[config.mk]
export PLATFORM = sky130hd
export DESIGN_NAME = ctrl_sequencer_flat
export DESIGN_NICKNAME = d
export VERILOG_FILES = /design/src/rtl/ctrl_sequencer_pkg.sv /design/src/rtl/ctrl_sequencer_if.sv /design/src/rtl/ctrl_sequencer_decode.sv /design/src/rtl/ctrl_sequencer.sv /design/src/flat_wrapper.sv
export SDC_FILE = /design/constraint.sdc
export NUM_CORES = 1
export LEC_CHECK = 0
export ABC_AREA = 0
export CAP_MARGIN = 20
export CORE_MARGIN = 5
export CORE_UTILIZATION = 49
export DETAILED_ROUTE_END_ITERATION = 8
export GPL_TIMING_DRIVEN = 0
export PLACE_DENSITY = 0.89
export SYNTH_ARGS = -nofsm -noshare
export SYNTH_HDL_FRONTEND = slang
export SYNTH_SLANG_ARGS = --single-unit
export TNS_END_PERCENT = 30
[constraint.sdc]
create_clock -name clock -period 4.7 [get_ports clock]
set_clock_uncertainty 0.2 [all_clocks]
set_input_delay 0.94 -clock clock [delete_from_list [all_inputs] [get_ports clock]]
set_output_delay 0.94 -clock clock [all_outputs]
set_load 0.1 [all_outputs]
[src/rtl/ctrl_sequencer_pkg.sv]
// Shared encodings for the MiniSRC multi-cycle control sequencer:
// FSM states, opcodes, ALU operations, writeback selects and branch conditions.
package ctrl_pkg;

    typedef enum logic [2:0] {
        S_IDLE   = 3'd0,
        S_FETCH  = 3'd1,
        S_DECODE = 3'd2,
        S_EXEC   = 3'd3,
        S_MEM    = 3'd4,
        S_WB     = 3'd5,
        S_HALT   = 3'd6,
        S_FAULT  = 3'd7
    } state_e;

    typedef enum logic [3:0] {
        CL_ALU     = 4'd0,
        CL_HILO    = 4'd1,
        CL_LOAD    = 4'd2,
        CL_LOADI   = 4'd3,
        CL_STORE   = 4'd4,
        CL_BRANCH  = 4'd5,
        CL_JAL     = 4'd6,
        CL_JR      = 4'd7,
        CL_MOVE    = 4'd8,
        CL_NOP     = 4'd9,
        CL_HALT    = 4'd10,
        CL_ILLEGAL = 4'd11
    } op_class_e;

    localparam logic [4:0] OP_LD   = 5'b00000;
    localparam logic [4:0] OP_LDI  = 5'b00001;
    localparam logic [4:0] OP_ST   = 5'b00010;
    localparam logic [4:0] OP_ADD  = 5'b00011;
    localparam logic [4:0] OP_SUB  = 5'b00100;
    localparam logic [4:0] OP_AND  = 5'b00101;
    localparam logic [4:0] OP_OR   = 5'b00110;
    localparam logic [4:0] OP_ROTR = 5'b00111;
    localparam logic [4:0] OP_ROTL = 5'b01000;
    localparam logic [4:0] OP_SHR  = 5'b01001;
    localparam logic [4:0] OP_SHRA = 5'b01010;
    localparam logic [4:0] OP_SHL  = 5'b01011;
    localparam logic [4:0] OP_ADDI = 5'b01100;
    localparam logic [4:0] OP_ANDI = 5'b01101;
    localparam logic [4:0] OP_ORI  = 5'b01110;
    localparam logic [4:0] OP_DIV  = 5'b01111;
    localparam logic [4:0] OP_MUL  = 5'b10000;
    localparam logic [4:0] OP_NEG  = 5'b10001;
    localparam logic [4:0] OP_NOT  = 5'b10010;
    localparam logic [4:0] OP_BR   = 5'b10011;
    localparam logic [4:0] OP_JAL  = 5'b10100;
    localparam logic [4:0] OP_JR   = 5'b10101;
    localparam logic [4:0] OP_MFLO = 5'b11000;
    localparam logic [4:0] OP_MFHI = 5'b11001;
    localparam logic [4:0] OP_NOP  = 5'b11011;
    localparam logic [4:0] OP_HALT = 5'b11100;

    localparam logic [3:0] ALU_ADD  = 4'd0;
    localparam logic [3:0] ALU_SUB  = 4'd1;
    localparam logic [3:0] ALU_AND  = 4'd2;
    localparam logic [3:0] ALU_OR   = 4'd3;
    localparam logic [3:0] ALU_ROTR = 4'd4;
    localparam logic [3:0] ALU_ROTL = 4'd5;
    localparam logic [3:0] ALU_SHR  = 4'd6;
    localparam logic [3:0] ALU_SHRA = 4'd7;
    localparam logic [3:0] ALU_SHL  = 4'd8;
    localparam logic [3:0] ALU_DIV  = 4'd9;
    localparam logic [3:0] ALU_MUL  = 4'd10;
    localparam logic [3:0] ALU_NEG  = 4'd11;
    localparam logic [3:0] ALU_NOT  = 4'd12;

    localparam logic [2:0] SEL_ALU = 3'd0;
    localparam logic [2:0] SEL_HI  = 3'd1;
    localparam logic [2:0] SEL_MEM = 3'd2;
    localparam logic [2:0] SEL_LO  = 3'd3;
    localparam logic [2:0] SEL_PC  = 3'd4;

    localparam logic [1:0] COND_ZERO  = 2'b00;
    localparam logic [1:0] COND_POS   = 2'b01;
    localparam logic [1:0] COND_NZERO = 2'b10;
    localparam logic [1:0] COND_NEG   = 2'b11;

    function automatic logic branch_taken(input logic [1:0] cond, input logic zero, input logic neg);
        logic taken;
        case (cond)
            COND_ZERO:  taken = zero;
            COND_NZERO: taken = ~zero;
            COND_POS:   taken = ~neg;
            COND_NEG:   taken = neg;
            default:    taken = 1'b0;
        endcase
        return taken;
    endfunction

endpackage

[src/rtl/ctrl_sequencer_if.sv]
// Instruction/memory handshake and datapath control bundle between the
// sequencer (master) and the datapath/memory side (slave).
interface ctrl_sequencer_if #(
    parameter int IR_W = 32
) ();
    logic [IR_W-1:0] ir;
    logic            zero;
    logic            rz_b31;
    logic            mem_ready;
    logic            mem_rd;
    logic            mem_wr;
    logic            ir_enable;
    logic            pc_enable;
    logic            pc_load;
    logic            ra_enable;
    logic            rb_enable;
    logic            rz_enable;
    logic            hilo_enable;
    logic            rf_write;
    logic [3:0]      alu_control;
    logic [2:0]      my_select;

    modport master (
        input  ir, zero, rz_b31, mem_ready,
        output mem_rd, mem_wr, ir_enable, pc_enable, pc_load, ra_enable, rb_enable,
               rz_enable, hilo_enable, rf_write, alu_control, my_select
    );

    modport slave (
        output ir, zero, rz_b31, mem_ready,
        input  mem_rd, mem_wr, ir_enable, pc_enable, pc_load, ra_enable, rb_enable,
               rz_enable, hilo_enable, rf_write, alu_control, my_select
    );
endinterface

[src/rtl/ctrl_sequencer_decode.sv]
// Combinational opcode decoder: instruction class, ALU operation and
// writeback mux select for the sequencer.
module ctrl_decode
    import ctrl_pkg::*;
#(
    parameter int OP_W = 5
) (
    input  logic [OP_W-1:0] opcode,
    output op_class_e       op_class,
    output logic [3:0]      alu_op,
    output logic [2:0]      wb_sel
);

    // Opcode lookup; anything not listed is treated as illegal.
    always_comb begin
        op_class = CL_ILLEGAL;
        alu_op   = ALU_ADD;
        wb_sel   = SEL_ALU;
        case (opcode)
            OP_LD:   begin op_class = CL_LOAD;  wb_sel = SEL_MEM; end
            OP_LDI:  begin op_class = CL_LOADI; wb_sel = SEL_MEM; end
            OP_ST:   op_class = CL_STORE;
            OP_ADD:  op_class = CL_ALU;
            OP_SUB:  begin op_class = CL_ALU; alu_op = ALU_SUB;  end
            OP_AND:  begin op_class = CL_ALU; alu_op = ALU_AND;  end
            OP_OR:   begin op_class = CL_ALU; alu_op = ALU_OR;   end
            OP_ROTR: begin op_class = CL_ALU; alu_op = ALU_ROTR; end
            OP_ROTL: begin op_class = CL_ALU; alu_op = ALU_ROTL; end
            OP_SHR:  begin op_class = CL_ALU; alu_op = ALU_SHR;  end
            OP_SHRA: begin op_class = CL_ALU; alu_op = ALU_SHRA; end
            OP_SHL:  begin op_class = CL_ALU; alu_op = ALU_SHL;  end
            OP_ADDI: op_class = CL_ALU;
            OP_ANDI: begin op_class = CL_ALU; alu_op = ALU_AND;  end
            OP_ORI:  begin op_class = CL_ALU; alu_op = ALU_OR;   end
            OP_DIV:  begin op_class = CL_HILO; alu_op = ALU_DIV; end
            OP_MUL:  begin op_class = CL_HILO; alu_op = ALU_MUL; end
            OP_NEG:  begin op_class = CL_ALU; alu_op = ALU_NEG;  end
            OP_NOT:  begin op_class = CL_ALU; alu_op = ALU_NOT;  end
            OP_BR:   op_class = CL_BRANCH;
            OP_JAL:  begin op_class = CL_JAL; wb_sel = SEL_PC; end
            OP_JR:   op_class = CL_JR;
            OP_MFLO: begin op_class = CL_MOVE; wb_sel = SEL_LO; end
            OP_MFHI: begin op_class = CL_MOVE; wb_sel = SEL_HI; end
            OP_NOP:  op_class = CL_NOP;
            OP_HALT: op_class = CL_HALT;
            default: op_class = CL_ILLEGAL;
        endcase
    end

endmodule

[src/rtl/ctrl_sequencer.sv]
// MiniSRC multi-cycle control FSM: variable-length instruction sequencing,
// memory-ready stalls with timeout, halt/fault trapping and retire counting.
module ctrl_sequencer
    import ctrl_pkg::*;
#(
    parameter int IR_W        = 32,
    parameter int OP_W        = 5,
    parameter int COND_LSB    = 21,
    parameter int MEM_TIMEOUT = 15,
    parameter int CNT_W       = 32
) (
    input  logic             clock,
    input  logic             nRst,
    ctrl_sequencer_if.master bus,
    output logic [2:0]       state,
    output logic             halted,
    output logic             fault,
    output logic [CNT_W-1:0] instr_count
);

    localparam int WAIT_W = $clog2(MEM_TIMEOUT + 1);
    localparam logic [WAIT_W-1:0] WAIT_LAST = WAIT_W'(MEM_TIMEOUT - 1);

    state_e            state_r;
    state_e            next_state_s;
    logic [WAIT_W-1:0] wait_cnt_r;
    logic [WAIT_W-1:0] wait_cnt_next_s;
    logic [CNT_W-1:0]  count_r;
    logic              halted_r;
    logic              fault_r;
    logic              retire_s;
    logic              timeout_s;
    logic              taken_s;
    logic              pc_jump_s;
    logic [OP_W-1:0]   opcode_s;
    logic [1:0]        cond_s;
    op_class_e         op_class_s;
    logic [3:0]        alu_op_s;
    logic [2:0]        wb_sel_s;

    assign opcode_s  = bus.ir[IR_W-1 -: OP_W];
    assign cond_s    = bus.ir[COND_LSB+1:COND_LSB];
    assign taken_s   = branch_taken(cond_s, bus.zero, bus.rz_b31);
    assign timeout_s = (wait_cnt_r == WAIT_LAST);
    assign pc_jump_s = (op_class_s == CL_JAL) || (op_class_s == CL_JR) ||
                       ((op_class_s == CL_BRANCH) && taken_s);

    ctrl_decode #(.OP_W(OP_W)) u_decode (
        .opcode   (opcode_s),
        .op_class (op_class_s),
        .alu_op   (alu_op_s),
        .wb_sel   (wb_sel_s)
    );

    // State, wait counter, retire counter and sticky status registers.
    always_ff @(posedge clock or negedge nRst) begin
        if (!nRst) begin
            state_r    <= S_IDLE;
            wait_cnt_r <= {WAIT_W{1'b0}};
            count_r    <= {CNT_W{1'b0}};
            halted_r   <= 1'b0;
            fault_r    <= 1'b0;
        end else begin
            state_r    <= next_state_s;
            wait_cnt_r <= wait_cnt_next_s;
            count_r    <= retire_s ? count_r + CNT_W'(1) : count_r;
            halted_r   <= halted_r | (next_state_s == S_HALT);
            fault_r    <= fault_r | (next_state_s == S_FAULT);
        end
    end

    // Next-state, retire and wait-counter logic.
    always_comb begin
        next_state_s    = state_r;
        retire_s        = 1'b0;
        wait_cnt_next_s = {WAIT_W{1'b0}};
        case (state_r)
            S_IDLE:   next_state_s = S_FETCH;
            S_FETCH: begin
                if (bus.mem_ready)  next_state_s = S_DECODE;
                else if (timeout_s) next_state_s = S_FAULT;
                else                next_state_s = S_FETCH;
            end
            S_DECODE: begin
                case (op_class_s)
                    CL_NOP:     begin next_state_s = S_FETCH; retire_s = 1'b1; end
                    CL_HALT:    next_state_s = S_HALT;
                    CL_ILLEGAL: next_state_s = S_FAULT;
                    default:    next_state_s = S_EXEC;
                endcase
            end
            S_EXEC: begin
                case (op_class_s)
                    CL_LOAD, CL_STORE:     next_state_s = S_MEM;
                    CL_HILO, CL_BRANCH,
                    CL_JR:                 begin next_state_s = S_FETCH; retire_s = 1'b1; end
                    default:               next_state_s = S_WB;
                endcase
            end
            S_MEM: begin
                if (!bus.mem_ready) begin
                    next_state_s = timeout_s ? S_FAULT : S_MEM;
                end else if (op_class_s == CL_STORE) begin
                    next_state_s = S_FETCH;
                    retire_s     = 1'b1;
                end else begin
                    next_state_s = S_WB;
                end
            end
            S_WB:     begin next_state_s = S_FETCH; retire_s = 1'b1; end
            S_HALT:   next_state_s = S_HALT;
            S_FAULT:  next_state_s = S_FAULT;
            default:  next_state_s = S_FAULT;
        endcase
        // Only a continued stall in the same memory state keeps counting.
        if (((state_r == S_FETCH) || (state_r == S_MEM)) && !bus.mem_ready &&
            (next_state_s == state_r)) begin
            wait_cnt_next_s = wait_cnt_r + WAIT_W'(1);
        end else begin
            wait_cnt_next_s = {WAIT_W{1'b0}};
        end
    end

    // Strobes decode from the registered state so reset clears them at once.
    always_comb begin
        bus.mem_rd      = 1'b0;
        bus.mem_wr      = 1'b0;
        bus.ir_enable   = 1'b0;
        bus.pc_enable   = 1'b0;
        bus.pc_load     = 1'b0;
        bus.ra_enable   = 1'b0;
        bus.rb_enable   = 1'b0;
        bus.rz_enable   = 1'b0;
        bus.hilo_enable = 1'b0;
        bus.rf_write    = 1'b0;
        bus.alu_control = 4'd0;
        bus.my_select   = 3'd0;
        case (state_r)
            S_FETCH: begin
                bus.mem_rd    = 1'b1;
                bus.ir_enable = bus.mem_ready;
                bus.pc_enable = bus.mem_ready;
            end
            S_DECODE: begin
                bus.ra_enable = 1'b1;
                bus.rb_enable = 1'b1;
            end
            S_EXEC: begin
                bus.rz_enable   = 1'b1;
                bus.alu_control = alu_op_s;
                bus.hilo_enable = (op_class_s == CL_HILO);
                bus.pc_enable   = pc_jump_s;
                bus.pc_load     = pc_jump_s;
            end
            S_MEM: begin
                bus.mem_rd = (op_class_s == CL_LOAD);
                bus.mem_wr = (op_class_s == CL_STORE);
            end
            S_WB: begin
                bus.rf_write  = 1'b1;
                bus.my_select = wb_sel_s;
            end
            default: bus.rf_write = 1'b0;
        endcase
    end

    assign state       = state_r;
    assign halted      = halted_r;
    assign fault       = fault_r;
    assign instr_count = count_r;

endmodule

[src/flat_wrapper.sv]
// flat-port wrapper written by rule: the top's interface ports become plain ports
module ctrl_sequencer_flat import ctrl_pkg::*;
#(
    parameter int IR_W        = 32,
    parameter int OP_W        = 5,
    parameter int COND_LSB    = 21,
    parameter int MEM_TIMEOUT = 15,
    parameter int CNT_W       = 32
)
  (clock, nRst, state, halted, fault, instr_count, bus_ir, bus_zero, bus_rz_b31, bus_mem_ready, bus_mem_rd, bus_mem_wr, bus_ir_enable, bus_pc_enable, bus_pc_load, bus_ra_enable, bus_rb_enable, bus_rz_enable, bus_hilo_enable, bus_rf_write, bus_alu_control, bus_my_select);
  ctrl_sequencer_if #(.IR_W(IR_W)) bus_i ();
  input  logic clock;
  input  logic nRst;
  output logic [2:0] state;
  output logic halted;
  output logic fault;
  output logic [CNT_W-1:0] instr_count;
  input wire logic [$bits(bus_i.ir)-1:0] bus_ir;
  input wire logic [$bits(bus_i.zero)-1:0] bus_zero;
  input wire logic [$bits(bus_i.rz_b31)-1:0] bus_rz_b31;
  input wire logic [$bits(bus_i.mem_ready)-1:0] bus_mem_ready;
  output wire logic [$bits(bus_i.mem_rd)-1:0] bus_mem_rd;
  output wire logic [$bits(bus_i.mem_wr)-1:0] bus_mem_wr;
  output wire logic [$bits(bus_i.ir_enable)-1:0] bus_ir_enable;
  output wire logic [$bits(bus_i.pc_enable)-1:0] bus_pc_enable;
  output wire logic [$bits(bus_i.pc_load)-1:0] bus_pc_load;
  output wire logic [$bits(bus_i.ra_enable)-1:0] bus_ra_enable;
  output wire logic [$bits(bus_i.rb_enable)-1:0] bus_rb_enable;
  output wire logic [$bits(bus_i.rz_enable)-1:0] bus_rz_enable;
  output wire logic [$bits(bus_i.hilo_enable)-1:0] bus_hilo_enable;
  output wire logic [$bits(bus_i.rf_write)-1:0] bus_rf_write;
  output wire logic [$bits(bus_i.alu_control)-1:0] bus_alu_control;
  output wire logic [$bits(bus_i.my_select)-1:0] bus_my_select;
  assign bus_i.ir = bus_ir;
  assign bus_i.zero = bus_zero;
  assign bus_i.rz_b31 = bus_rz_b31;
  assign bus_i.mem_ready = bus_mem_ready;
  assign bus_mem_rd = bus_i.mem_rd;
  assign bus_mem_wr = bus_i.mem_wr;
  assign bus_ir_enable = bus_i.ir_enable;
  assign bus_pc_enable = bus_i.pc_enable;
  assign bus_pc_load = bus_i.pc_load;
  assign bus_ra_enable = bus_i.ra_enable;
  assign bus_rb_enable = bus_i.rb_enable;
  assign bus_rz_enable = bus_i.rz_enable;
  assign bus_hilo_enable = bus_i.hilo_enable;
  assign bus_rf_write = bus_i.rf_write;
  assign bus_alu_control = bus_i.alu_control;
  assign bus_my_select = bus_i.my_select;
  ctrl_sequencer #(.IR_W(IR_W), .OP_W(OP_W), .COND_LSB(COND_LSB), .MEM_TIMEOUT(MEM_TIMEOUT), .CNT_W(CNT_W)) u_core (.clock(clock), .nRst(nRst), .bus(bus_i), .state(state), .halted(halted), .fault(fault), .instr_count(instr_count));
endmodule
==> results of run 1 <==
## per-layer routing
| layer | up-vias | GRT usage (%) | part of all wire (%) |
|---|---|---|---|
| li1 | 1076 | - | - |
| met1 | 1087 | 26.5 | 44 |
| met3 | 14 | 3.62 | 7.3 |
| met5 | - | 0 | 0 |
| met2 | 100 | 31.9 | 47 |
| met4 | 0 | 6.98 | 1.7 |
## final cells by class
cell class                 instances  area share, %
multi-input combinational        203           41.4
sequential                        41           30.9
timing repair buffer              63           18.8
buffer                            14           2.71
tap                               70           2.63
clock buffer                       5           2.07
inverter                          12           1.35
clock inverter                     1          0.151
## flip-flops by register name, summed over array words and instances, names as in the netlist
| signal | cells |
|---|---|
| u_core.fault | 1 |
| u_core.halted | 1 |
| u_core.instr_count | 32 |
| u_core.state | 3 |
| u_core.wait_cnt_r | 4 |
## worst max-delay path, stage by stage
cell and delay [ns]:
clkdlybuf4s50_1 0.63, buf_6 0.19, nor2b_1 0.14, a21oi_1 0.04, or3b_2 0.43, a21oi_1 0.16, dlygate4sd2_1 0.88
## power breakdown
| part | internal [uW] | total, uW | switching, uW |
|---|---|---|---|
| logic | 296 | 1140 | 842 |
| registers | 404 | 462 | 57.9 |
| clock network | 97.8 | 215 | 117 |
## cells by family (layout without fill, tap and decap cells)
kind of cell / after synthesis / count (layout) / share of synthesized area [%]
xor gates and xnor gates: 36 / 36 / 12.7
adders and majority gates: 5 / 5 / 2.47
muxes: 1 / 1 / 0.445
AOI/OAI and AO/OA: 32 / 32 / 9.49
buffers and inverters: 26 / 95 / 5.34
and+or+nand+nor: 129 / 129 / 29.0
DFF: 41 / 41 / 40.5
## how the worst min path moves through the flow
stage | from | endpoint | slack (ns) | depth (start not counted)
after detailed placement | u_core.fault | u_core.fault | 0.26 | 1
final | u_core.fault | u_core.fault | 0.27 | 1
after floorplan | u_core.wait_cnt_r[0] | u_core.wait_cnt_r[0] | 0.25 | 1
after global routing | u_core.halted | u_core.halted | 0.30 | 1
after global placement | u_core.halted | u_core.halted | 0.26 | 1
after CTS | u_core.fault | u_core.fault | 0.28 | 1
## placed cells by master (no fill, tap or decap), types with 5 or more instances in the layout
master,count
a21oi_1,9
and3_1,6
buf_2,7
clkbuf_8,5
clkdlybuf4s50_1,61
dfrtp_1,41
ha_1,5
inv_1,12
nand2_1,18
nand3_1,14
nand4_1,6
nor2_1,25
nor2b_1,5
nor3_1,16
nor4_1,5
xnor2_1,12
xor2_1,23
## through the flow
stage	std cells	TNS, ns	util (%)
finish	409	0	65.5
global route	409	0	65.5
CTS	409	0	65.5
detailed placement	403	-0.156	64.1
global placement	403	-0.118	64.2
floorplan	270	-0.687	-
==> out/results.ini, run 1 <==
[drt]
drt-initial-drc-count = 117
drt-vias-per-instance = 5.57
ant_nets = 0
drt_first_pass_iters = 4
wl_mm = 6.26
drcViolationCount = 0
dr_total_vias = 2277
wl_per_cell_um = 15.3

[timing]
final_max_slew_viol_count = 0
period_share_pct = 97.2
hold_viol = 0
layout_min_cycle_time_ns = 4.57
timing.hold.ws_ns = 0.273
slew_headroom_pct = 33.9
finalSetupViolations = 0
fin_ws_ns = 0.131
rsz0062_at_grt = false
max_freq_mhz = 219
tightest_slew_ns = 0.989

[global_route]
antenna_found_initial = 0
grt_max_degree = 42
track_usage_pct = 19.8
grt_first_pass_wirelength_mm = 10.5
grt_pass1_vias = 2258
globalRouteOverflowTotal = 0

[floorplan]
rows = 26
die_h_um = 81.9
start_util_pct = 49.9
design.die.area_um2 = 6710
pin_count = 91
die_x_um = 81.9
coreArea_um2 = 5070

[setup_path]
crit_type = in2out
r2r-end = u_core.instr_count[31]
reg2reg_slack_ns = 2.34
r2r_start = u_core.state[1]
end_kind = output port
setup.worst_path.start_class = input pin
crit_start = bus_ir[30]
worstRegToRegCells = 6
arrival_ns = 3.43
required_ns = 3.56
path_max_fanout = 10
endpoint = bus_alu_control[2]

[layout]
multiInputGateArea_um2 = 1380
diodes = 0
regArea_um2 = 1030
area_growth_pct = 31.3
drive_gt1_share_pct = 10.9
nets = 382
nFillCells = 436
fin_area_um2 = 3320

[worst_hold_path]
hp-class = reg2reg

[placement]
dp_hpwl_mm = 4.61
port_buffers = 63
gp_congestion = 0.895
place_area_um2 = 3250
pre_cts_slack_ns = -0.156

[synth]
dominantRegCellSynth = dfrtp_1
ys_async_sr_fraction_pct = 100
synth.top_cell.area_share_pct = 40.5
synth_seq_cells = 41
synth_common_cells = 41 x dfrtp_1, 25 x nor2_1, 23 x xor2_1
synth_nets = 312
yosysWarnings = 0
syn_inst = 270
yosys-top-cells-area = dfrtp_1 41%, xor2_1 8.0%, xnor2_1 4.2%
syn_avg_cell_area_um2 = 9.38
synth_enable_flop_cells = 0
netlist_area_um2 = 2530
seq_area_frac_synth_pct = 40.5
synth_area_leader_cell = dfrtp_1
yosys.cell_types.count = 55
yosysMostFrequentCell = dfrtp_1

[clock_tree]
cts-resized-gates = 1
htreeDepth = 2
clock_latency_ns = 0.29
cts_buffers = 5
cts_sinks = 41
cts_hold_buf = 0
clockRootBuffer = clkbuf_8
clockBufferDepth = 2
cts_setup_buffers = 0
cts_tree = yes
clk_pin_slew_ns = 0.07

[power_and_ir_drop]
totalPowerFinal_uw = 1820
leakage_uw = 0.00144
p_per_area_nw_per_um2 = 546
ir_worst_vdd_mv = 0.541

[status]
outcome = finished clean

[job]
maxCapViolCount = 0

Note: power is estimated with default switching activity, not from simulation.
==> run 2, diff against run 1 <==
--- a/config.mk
+++ b/config.mk
@@ -8,11 +8,13 @@
 export ABC_AREA = 0
 export CAP_MARGIN = 20
 export CORE_MARGIN = 5
-export CORE_UTILIZATION = 49
+export CORE_UTILIZATION = 55
 export DETAILED_ROUTE_END_ITERATION = 8
+export DONT_BUFFER_PORTS = 1
 export GPL_TIMING_DRIVEN = 0
-export PLACE_DENSITY = 0.89
+export PLACE_DENSITY = 0.72
 export SYNTH_ARGS = -nofsm -noshare
 export SYNTH_HDL_FRONTEND = slang
+export SYNTH_HIERARCHICAL = 1
 export SYNTH_SLANG_ARGS = --single-unit
 export TNS_END_PERCENT = 30
==> run 2 against run 1 <==
  * Flip-flop and latch count did not move
  * Setup slack improved by 0.18 ns
  * Fmax rose by 4.1%
  * Critical path type is now reg2out
  * Clock power rose by 33%
==> out/results.ini, run 2 <==
[status]
outcome = finished clean

[setup_path]
end_kind = output port
setup.worst_path.start_class = register
crit_type = reg2out
r2r_start = u_core/state[1]
arrival_ns = 3.25  ; -0.18 ns
crit_chain = buf_2 > and3b_1 > buf_4 > nand3b_1 > o21bai_2
required_ns = 3.56  ; about the same
cp_slowest_cell = dfrtp_1
path_max_fanout = 10  ; unchanged
reg2reg_slack_ns = 1.35  ; -0.99 ns
crit_start = u_core/state[1]
slowest_delay_ns = 0.99  ; +0.11 ns

[global_route]
track_usage_pct = 19.2  ; -0.58 points
globalRouteOverflowTotal = 0  ; unchanged
grt_first_pass_wirelength_mm = 9.78  ; -6.6%
antenna_found_initial = 0  ; unchanged
grt_max_degree = 42  ; unchanged
grt_pass1_vias = 2126  ; -5.8%

[floorplan]
coreArea_um2 = 4690  ; -7.5%
rows = 25  ; -3.8%
die_x_um = 79.2  ; -3.3%
pin_count = 91  ; unchanged
die_h_um = 79.2  ; -3.3%
design.die.area_um2 = 6270  ; -6.5%
start_util_pct = 56.1  ; +6.2 points

[clock_tree]
clock_latency_ns = 0.28  ; about the same
htreeDepth = 2  ; unchanged
cts_sinks = 41  ; unchanged
clockBufferDepth = 2  ; unchanged
cts_buffers = 5  ; unchanged
clk_pin_slew_ns = 0.07  ; about the same
clockRootBuffer = clkbuf_8
cts_tree = yes

[layout]
drive_gt1_share_pct = 14.8  ; +3.9 points
nFillCells = 415  ; -4.8%
fin_area_um2 = 2920  ; -12%
layout_common_cells = 41 x dfrtp_1, 26 x xnor2_1, 18 x nand2_1
nets = 324  ; -15%
area_growth_pct = 10.7
largest_reg_flops = 32  ; unchanged
diodes = 0  ; unchanged
layout_commonest_cell = dfrtp_1

[timing]
rsz0062_at_grt = false
tightest_slew_ns = 1.19  ; +0.200 ns
hold_viol = 0  ; unchanged
layout_min_cycle_time_ns = 4.39  ; -0.178 ns
final_max_slew_viol_count = 0  ; unchanged
finalSetupViolations = 0  ; unchanged
period_share_pct = 93.4  ; -3.8 points
max_freq_mhz = 228  ; +4.1%
slew_headroom_pct = 20.8  ; -13 points
timing.hold.ws_ns = 0.144  ; -0.129 ns

[synth]
synth_enable_flop_cells = 0  ; unchanged
netlist_area_um2 = 2630  ; +4.0%
synth_common_cells = 41 x dfrtp_1, 26 x xnor2_1, 18 x nand2_1
syn_inst = 271  ; +0.37%
yosys-top-cells-area = dfrtp_1 39%, xnor2_1 8.7%, xor2_1 3.7%
seq_area_frac_synth_pct = 39.0  ; -1.5 points
synth_seq_cells = 41  ; unchanged
synth.top_cell.area_share_pct = 39.0  ; -1.5 points
ys_async_sr_fraction_pct = 100  ; unchanged
dominantRegCellSynth = dfrtp_1
yosysWarnings = 6  ; +6
yosys.cell_types.count = 55  ; unchanged
synth_nets = 313  ; +0.32%
yosysMostFrequentCell = dfrtp_1
synth_area_leader_cell = dfrtp_1
syn_avg_cell_area_um2 = 9.71  ; +3.6%

[drt]
wl_mm = 5.68  ; -9.2%
dr_total_vias = 2110  ; -7.3%
drt_first_pass_iters = 4  ; unchanged
drt-vias-per-instance = 6.26  ; +12%
drcViolationCount = 0  ; unchanged
wl_per_cell_um = 16.9  ; +10%
ant_nets = 0  ; unchanged
drt-initial-drc-count = 75  ; -36%

[placement]
port_buffers = 0  ; -100%
place_area_um2 = 2800  ; -14%
dp_hpwl_mm = 4.29  ; -6.9%
gp_congestion = 0.898  ; +0.37%

[job]
maxCapViolCount = 0  ; unchanged

[power_and_ir_drop]
ir_worst_vdd_mv = 0.259  ; -52%
intPower_uw = 786  ; -1.4%
leakage_uw = 0.00127  ; -12%
pwr-share-seq_pct = 39.7  ; +14 points
power.switching_uw = 922  ; -9.3%
clockPowerShare_pct = 16.7  ; +4.8 points
combPwrFrac_pct = 43.6  ; -19 points
p_per_area_nw_per_um2 = 586  ; +7.3%
power.share.switching_pct = 54.0  ; -2.1 points

[worst_hold_path]
hp-class = in2async

==> run 2: cell types whose count changed in the layout (fill, tap and decap cells not counted), sizes merged, moves of 4 or more <==
cell / change
nor2: -6
clkdlybuf4s50: -61
xnor2: +13
nor3: -10
or2: -5
nand4: +9
and3: +8
and2: +8
and4: +7
xor2: -12
inv: -4
nor3b: -4
nor2b: +4
nor4: -5
==> run 2: metrics by stage <==
stage / utilization (%) / std cells / total power [uW] / worst slack (ns) / TNS [ns]
final: 62.1 / 337 / 1710 / 0.309 / 0
after global routing: 62.1 / 337 / 1800 / 0.201 / 0
after CTS: 62.1 / 337 / 1720 / 0.0593 / 0
after detailed placement: 59.6 / 329 / 1430 / 0.384 / 0
after global placement: 57.7 / 325 / 1360 / -0.0789 / -0.112
after floorplan: - / 271 / 1260 / 0.0617 / 0
==> run 2: critical path: cells and delay by family, from the launching register on <==
| family | cells | cell delay (ns) |
|---|---|---|
| AO/OA/AOI/OAI | 1 | 0.87 |
| AND/OR/NAND/NOR | 2 | 0.37 |
| flip-flops | 1 | 0.99 |
| buffers and inverters | 2 | 0.73 |
==> run 2: worst paths after layout <==
check                                          to  cells past startpoint
max reg2reg                u_core/instr_count[12]                      8
min in group clock           u_core/wait_cnt_r[0]                      1
min reg2reg                  u_core/wait_cnt_r[0]                      1
min                               u_core/state[0]                      0
max in group asynchronous   u_core/instr_count[4]                      0
max                                 bus_pc_enable                      5
==> run 2: layout make-up <==
cell class / instances / area (um^2) / share of cell area [%]
multi-input combinational: 210 / 1530 / 52.4
sequential: 41 / 1030 / 35.2
clock buffer: 7 / 86.3 / 2.96
buffer: 12 / 77.6 / 2.66
timing repair buffer: 4 / 70.1 / 2.40
tap: 54 / 67.6 / 2.32
clock inverter: 1 / 30.0 / 1.03
inverter: 8 / 30.0 / 1.03
==> run 2: timing repair <==
action                     4_1_cts  5_1_grt
setup buffers                    0        0
setup endpoints to repair        0        3
hold buffers                     0        0
gates resized for setup          0        1
==> run 2: cell families (layout without fill, tap and decap cells) <==
group,after synthesis,count (layout),synth area share [%]
adder cells (fa/ha/maj),5,5,2.38
XOR/XNOR,37,37,12.3
AND/OR/NAND/NOR,125,125,28.0
buffers and inverters,20,32,4.09
AO/OA/AOI/OAI,42,42,13.8
flip-flops,41,41,39.0
multiplexers,1,1,0.428
==> run 2: layer usage <==
layer | part of all wire, % | global-route usage, % | vias up
li1 | - | - | 1007
met1 | 43 | 24.8 | 1022
met2 | 48 | 31.8 | 76
met3 | 8.0 | 5.10 | 5
met4 | 0.81 | 5.15 | 0
met5 | 0 | 0 | -
==> run 2: power by group through the flow <==
stage                     sequential (uW)  clock (uW)  combinational, uW
after floorplan                       675           0                587
after global placement                688           0                676
after detailed placement              688           0                742
after CTS                             681         294                743
after global routing                  687         312                799
final                                 679         285                744
